--- config.mk ---
export PLATFORM = sky130hd
export DESIGN_NAME = mux_kn_to_n_arb
export DESIGN_NICKNAME = d
export VERILOG_FILES = /design/src/rtl/mux_kn_to_n_arb.sv
export SDC_FILE = /design/constraint.sdc
export NUM_CORES = 1
export LEC_CHECK = 0
export ABC_AREA = 1
export CORE_AREA = 2 2 127 129
export CTS_CLUSTER_SIZE = 20
export DETAILED_ROUTE_END_ITERATION = 7
export DIE_AREA = 0 0 129 131
export DONT_BUFFER_PORTS = 1
export PLACE_DENSITY = 0.48
export SYNTH_ARGS = -nofsm -noshare
export SYNTH_HDL_FRONTEND = slang
export SYNTH_SLANG_ARGS = --single-unit
--- constraint.sdc ---
create_clock -name clk -period 3.7 [get_ports clk]
set_input_delay 0.74 -clock clk [delete_from_list [all_inputs] [get_ports clk]]
set_output_delay 0.74 -clock clk [all_outputs]
set_load 0.03 [all_outputs]
--- src/rtl/mux_kn_to_n_arb.sv ---
// K-to-1 channel mux feeding a single registered output slot.
// Channel choice is either direct (S) or round-robin after the last grant.
module mux_kn_to_n_arb #(
  parameter int N  = 32,
  parameter int K  = 8,
  parameter int CW = 16
) (
  input  logic                 clk,
  input  logic                 rst,
  input  logic [K*N-1:0]       I,
  input  logic [K-1:0]         in_valid,
  output logic [K-1:0]         in_ready,
  input  logic [$clog2(K)-1:0] S,
  input  logic                 mode,
  input  logic                 enable,
  output logic [N-1:0]         O,
  output logic                 out_valid,
  input  logic                 out_ready,
  output logic [$clog2(K)-1:0] O_src,
  output logic [CW-1:0]        xfer_cnt
);
  localparam int SW = $clog2(K);

  logic [K-1:0][N-1:0] ch_data;
  assign ch_data = I;

  logic [N-1:0]  o_q, o_d;
  logic [SW-1:0] src_q, src_d;
  logic [SW-1:0] ptr_q, ptr_d;
  logic          vld_q, vld_d;
  logic [CW-1:0] cnt_q, cnt_d;

  logic [SW-1:0] rr_idx, rr_c, cand;
  logic          rr_hit, cand_hit, slot_free, load;

  // Walk the search order backwards so the nearest valid channel after ptr
  // is the last one written. ptr+K wraps to ptr itself since K is 2^SW.
  always_comb begin
    rr_idx = '0;
    rr_c   = '0;
    rr_hit = 1'b0;
    for (int k = K; k >= 1; k--) begin
      rr_idx = ptr_q + SW'(k);
      if (in_valid[rr_idx]) begin
        rr_hit = 1'b1;
        rr_c   = rr_idx;
      end
    end
  end

  always_comb begin
    cand      = mode ? rr_c : S;
    cand_hit  = mode ? rr_hit : in_valid[S];
    slot_free = !vld_q || out_ready;
    load      = rst && enable && slot_free && cand_hit;

    in_ready = '0;
    o_d      = o_q;
    src_d    = src_q;
    ptr_d    = ptr_q;
    vld_d    = vld_q;
    cnt_d    = cnt_q;

    if (load) begin
      in_ready[cand] = 1'b1;
      o_d            = ch_data[cand];
      src_d          = cand;
      ptr_d          = cand;
      vld_d          = 1'b1;
      cnt_d          = cnt_q + CW'(1);
    end else if (out_ready) begin
      vld_d = 1'b0;
    end
  end

  always_ff @(posedge clk) begin
    if (!rst) begin
      o_q   <= '0;
      src_q <= '0;
      ptr_q <= SW'(K - 1);
      vld_q <= 1'b0;
      cnt_q <= '0;
    end else begin
      o_q   <= o_d;
      src_q <= src_d;
      ptr_q <= ptr_d;
      vld_q <= vld_d;
      cnt_q <= cnt_d;
    end
  end

  assign O         = o_q;
  assign O_src     = src_q;
  assign out_valid = vld_q;
  assign xfer_cnt  = cnt_q;

endmodule

* Word-level counts from Yosys, hierarchy flattened
Index checks and enable logic that the tools add are counted.
** Word-level totals
- Register bits after elaboration :: 55
- Bits of input ports :: 272
- Output and inout port bits :: 60
- Word-level logic and storage cells :: 74
** Operators by class
- Add/subtract/negate cells :: 8
- Order comparisons :: 11
- Mux-type cells :: 43
- Reduce and logical (&&, ||, !) cells :: 7
** Operators by type and width (number)
- $bmux W32 S3 :: 1
- $lt A3 B4 Y1 const B :: 10
- $mux W32 :: 1
- $bmux W1 S3 :: 9
- $mux W3 :: 9
- $mux W1 :: 21
- $add A16 B1 Y16 const B :: 1
- $add A3 B3 Y3 const B :: 4
- $mux W8 :: 1
- $add A3 B2 Y3 const B :: 2
- $logic_and A1 B1 Y1 :: 4
- $add A3 B1 Y3 const B :: 1
- $demux W1 S3 :: 1
- $ge A3 B1 Y1 const B :: 1
- $reduce_bool A2 Y1 :: 1
- $logic_not A1 Y1 :: 1
- $logic_or A1 B1 Y1 :: 1

* Longest topological paths before layout
- Depth after elaboration :: 16
- Gate-level depth with buffers :: 25
- Gate-level depth less buffers :: 22

* Worst setup path before layout
OpenSTA, ideal clock, no wires.
- Path kind :: reg2out
- From :: register ptr_q[1]
- To :: output in_ready[1]
- Data arrival time :: 2.731 ns
- Required time :: 2.960 ns
- Path slack :: 0.229 ns
- Cell stages (with the launch flop) :: 22
- Buffers on the path :: 4
- Cell sequence :: dfxtp_1 -> buf_4 -> inv_4 -> ha_1 -> buf_2 -> inv_2 -> nand3_1 -> nand3_1 -> nand2_1 -> inv_1 -> nand2_1 -> nand2_1 -> nand2_1 -> nand2_1 -> nand2_1 -> nand2_1 -> nand3_1 -> nand2_2 -> buf_6 -> buf_2 -> nand2_1 -> nor2_1
** On the way
- Longest elaborated chain between the ends :: 16
** Ends and longest elaborated chain
- from (decl) :: line 29 : logic [SW-1:0] ptr_q, ptr_d;
- from (signal assigned) :: line 80 : ptr_q <= SW'(K - 1);
- from (signal assigned) :: line 86 : ptr_q <= ptr_d;
- $add A3 B3 Y3 / $bmux W1 S3 (equally long branches) :: line 43, 44
- $bmux W1 S3 / $mux W1 (equally long branches) :: line 44 : if (in_valid[rr_idx]) begin
- $mux W1 (implied by the code) / $mux W3 (equally long branches) :: line 44
- $mux W3 (7 in series) :: line 44
- $mux W3 :: line 52 : cand = mode ? rr_c : S;
- $lt A3 B4 Y1 (implied by the code) / $ge A3 B1 Y1 (equally long branches) :: line 65 : in_ready[cand] = 1'b1;
- $logic_and A1 B1 Y1 (implied by the code) :: line 65
- $mux W1 (implied by the code) :: line 65
- $demux W1 S3 :: line 65
- $mux W8 * :: line 64 : if (load) begin
- to (decl) :: line 12 : output logic [K-1:0] in_ready,
Mark *: on every way between the ends. The rest lies on a longest branch, timed or not. The select of a mux whose other input is x is not followed.

* Worst setup path in the final report
- From :: register ptr_q[0]
- To :: output in_ready[2]
The elaborated chain is that of the path after synthesis.

==> flow_metrics.tcl <==
set metrics [dict create \
    layout_setup_ws_ns 0.281 \
    cts_tree "yes" \
    wl_per_cell_um 17.1 \
    hpwlAfterDp_mm 15.8 \
    clock_power_share_pct 21.1 \
    cts_resized 0 \
    synthArstFlopShare_pct 0 \
    leakage_uw 0.00316 \
    dieHeight_um 131 \
    clk_pin_slew_ns 0.08 \
    p_int_uw 1260 \
    drc 0 \
    synth_area_um2 5780 \
    fin_nets 1342 \
    timing.max_cap.violations 0 \
    holdBufCountCts 0 \
    seqCellArea_um2 1100 \
    core.rowCount 46 \
    grt_pass1_vias 6271 \
    drv_slew 0 \
    h-tree-depth 2 \
    cts_buffer_depth 2 \
    yosysTopAreaCell "nand2_1" \
    run_status "finished clean" \
    worstSkewPairLatency_ns 0.31 \
    r2r-start "ptr_q[0]" \
    grt_pass1_wl_mm 33.2 \
    seq_power_share_pct 30.8 \
    end_kind "output pin" \
    areaGrowthSynthToFinish_pct 5.09 \
    synthCells 1104 \
    synth_edf_count 0 \
    root_buffer "clkbuf_16" \
    fin_skew_ns 0.0117 \
    min_from "rst" \
    fmax_mhz 292 \
    total_power_uw 2440 \
    synthTopCellsByCount "nand2_1, nand3_1, inv_1, nor2_1, dfxtp_1" \
    dieWidth_um 129 \
    viasPerCell 5.23 \
    synthFlopType "dfxtp_1" \
    fill_cells 1811 \
    core_um2 15600 \
    period_needed_ns 3.42 \
    ant_nets 0 \
    peakVddDrop_uv 225 \
    power_density_nw_per_um2 402 \
    gp_congestion 0.931 \
    grt_max_degree 102 \
    port_buffers 0 \
    timing.final.crit_share_pct 92.4 \
    synthTopCellsByArea "nand2_1, nand3_1, dfxtp_1" \
    crit_required_ns 2.96 \
    pwr-share-comb_pct 48.2 \
    cts_buffers 5 \
    cp_max_fo 10 \
    crit_arrival_ns 2.68 \
    whs_ns 0.536 \
    max_slew_margin_pct 49.9 \
    antenna_found_initial 0 \
    syn_nets 1379 \
    grt-ovfl-total 0 \
    io_pins 332 \
    worstMarginPinSlew_ns 0.752 \
    drive_gt1_share_pct 4.96 \
    hold_violations 0 \
    post-cts-setup-buffers 0 \
    ys_seq_area_share_pct 19.1 \
    dpl_worst_slack_ns 0.513 \
    yosys_register_bits 55 \
    switching_share_pct 48.4 \
    drt_iter0_markers 433 \
    synth_area_per_cell_um2 5.23 \
    num_vias 6715 \
    yosysMostFrequentCell "nand2_1" \
    fin_setup_tns_ns 0 \
    start_kind "flop" \
    antennaDiodeCount 0 \
    synth.top_cell.area_share_pct 24.5 \
    min-delay-path-class "in2reg" \
    crit_type "reg2out" \
    startpoint "ptr_q[0]" \
    routed_wl_mm 22.0 \
    track_usage_pct 25.2 \
    firstDrtPassIters 6 \
    power.switching_uw 1180 \
    die_area_um2 16900 \
    rsz0062_at_grt "false" \
    finalSetupViolations 0 \
    cts.sinks 55 \
    start_util_pct 37.0 \
    yosysWarnings 0 \
    multi_input_area_um2 3720 \
    synth_cell_types 35 \
]
==> worst max-delay path, stage by stage, from the launching register on <==
cell     delay [ns]
dfxtp_1        0.38
inv_4          0.08
ha_2           0.41
inv_2          0.08
nand3_1        0.11
nand3_1        0.12
nand2_2        0.12
nor2_1         0.05
nand2_1        0.05
nand3_1        0.06
nand2_1        0.06
nand2_1        0.05
nand2_1        0.05
nand2_1        0.05
nand2_1        0.13
nand2_2        0.14
inv_2          0.08
nand2_1        0.06
nor2_1         0.12
buf_4          0.16
==> path summary, 6_finish.rpt <==
kind,to,slack [ns],cells after the start
max,in_ready[2],0.28,19
min,ptr_q[2],0.54,1
max reg2reg,O[1],0.60,20
min reg2reg,O_src[1],0.64,2
==> power groups by stage <==
stage	combinational, uW	clock [uW]	sequential (uW)
floorplan	937	0	741
global placement	1170	0	767
detailed placement	1160	0	765
CTS	1170	538	752
global route	1350	554	755
finish	1170	514	751
==> through the flow <==
| stage | instances | util [%] | cell area, um2 |
|---|---|---|---|
| 2_1_floorplan | 1104 | - | 5780 |
| 3_3_place_gp | 1276 | 37.9 | 5910 |
| 3_5_place_dp | 1276 | 37.9 | 5910 |
| 4_1_cts | 1284 | 38.9 | 6060 |
| 5_1_grt | 1284 | 38.9 | 6070 |
| 6_report | 1284 | 38.9 | 6070 |
==> layout make-up <==
class	count	share of cell area (%)
repair buffers	23	3.26
clock inverters	3	0.412
well taps	216	4.45
inverters	166	10.3
clock buffers	5	2.06
multi-input cells	816	61.3
flip-flops and latches	55	18.1
==> state kept, by name, summed over array words and instances (netlist names) <==
signal and count:
O 32, O_src 3, out_valid 1, ptr_q 3, xfer_cnt 16
==> cells in the final DEF (no fill, tap or decap), types with 3 or more instances in the layout <==
cell,synthesis,final
nand3_1,236,235
xor2_1,5,5
a21oi_1,22,22
clkbuf_16,0,5
nand4_1,3,3
inv_2,5,5
nor3_1,6,6
nand2_1,377,375
o211ai_1,36,36
o21ai_0,9,9
nor2_1,94,94
xnor2_1,3,3
buf_4,8,21
nand2_2,5,6
dfxtp_1,55,55
inv_1,159,158
==> per-layer routing <==
metal	global-route usage, %	vias to the layer above	routed length, um
li1	-	3391	-
met3	6.60	40	1900
met2	41.0	303	10200
met4	9.02	0	580
met5	0	-	0
met1	32.4	2981	9350
==> kinds of logic (layout without fill, tap and decap cells) <==
group                    Yosys count  after routing  share of synthesized area, %
AND/OR/NAND/NOR                  731            731                          53.6
flip-flops                        55             55                          19.1
adder cells (fa/ha/maj)            3              3                         0.650
AO/OA/AOI/OAI                     74             74                          8.45
buffers and inverters            233            197                          17.0
XOR/XNOR                           8              8                          1.21
No activity file was read; power rests on OpenSTA's default activity.
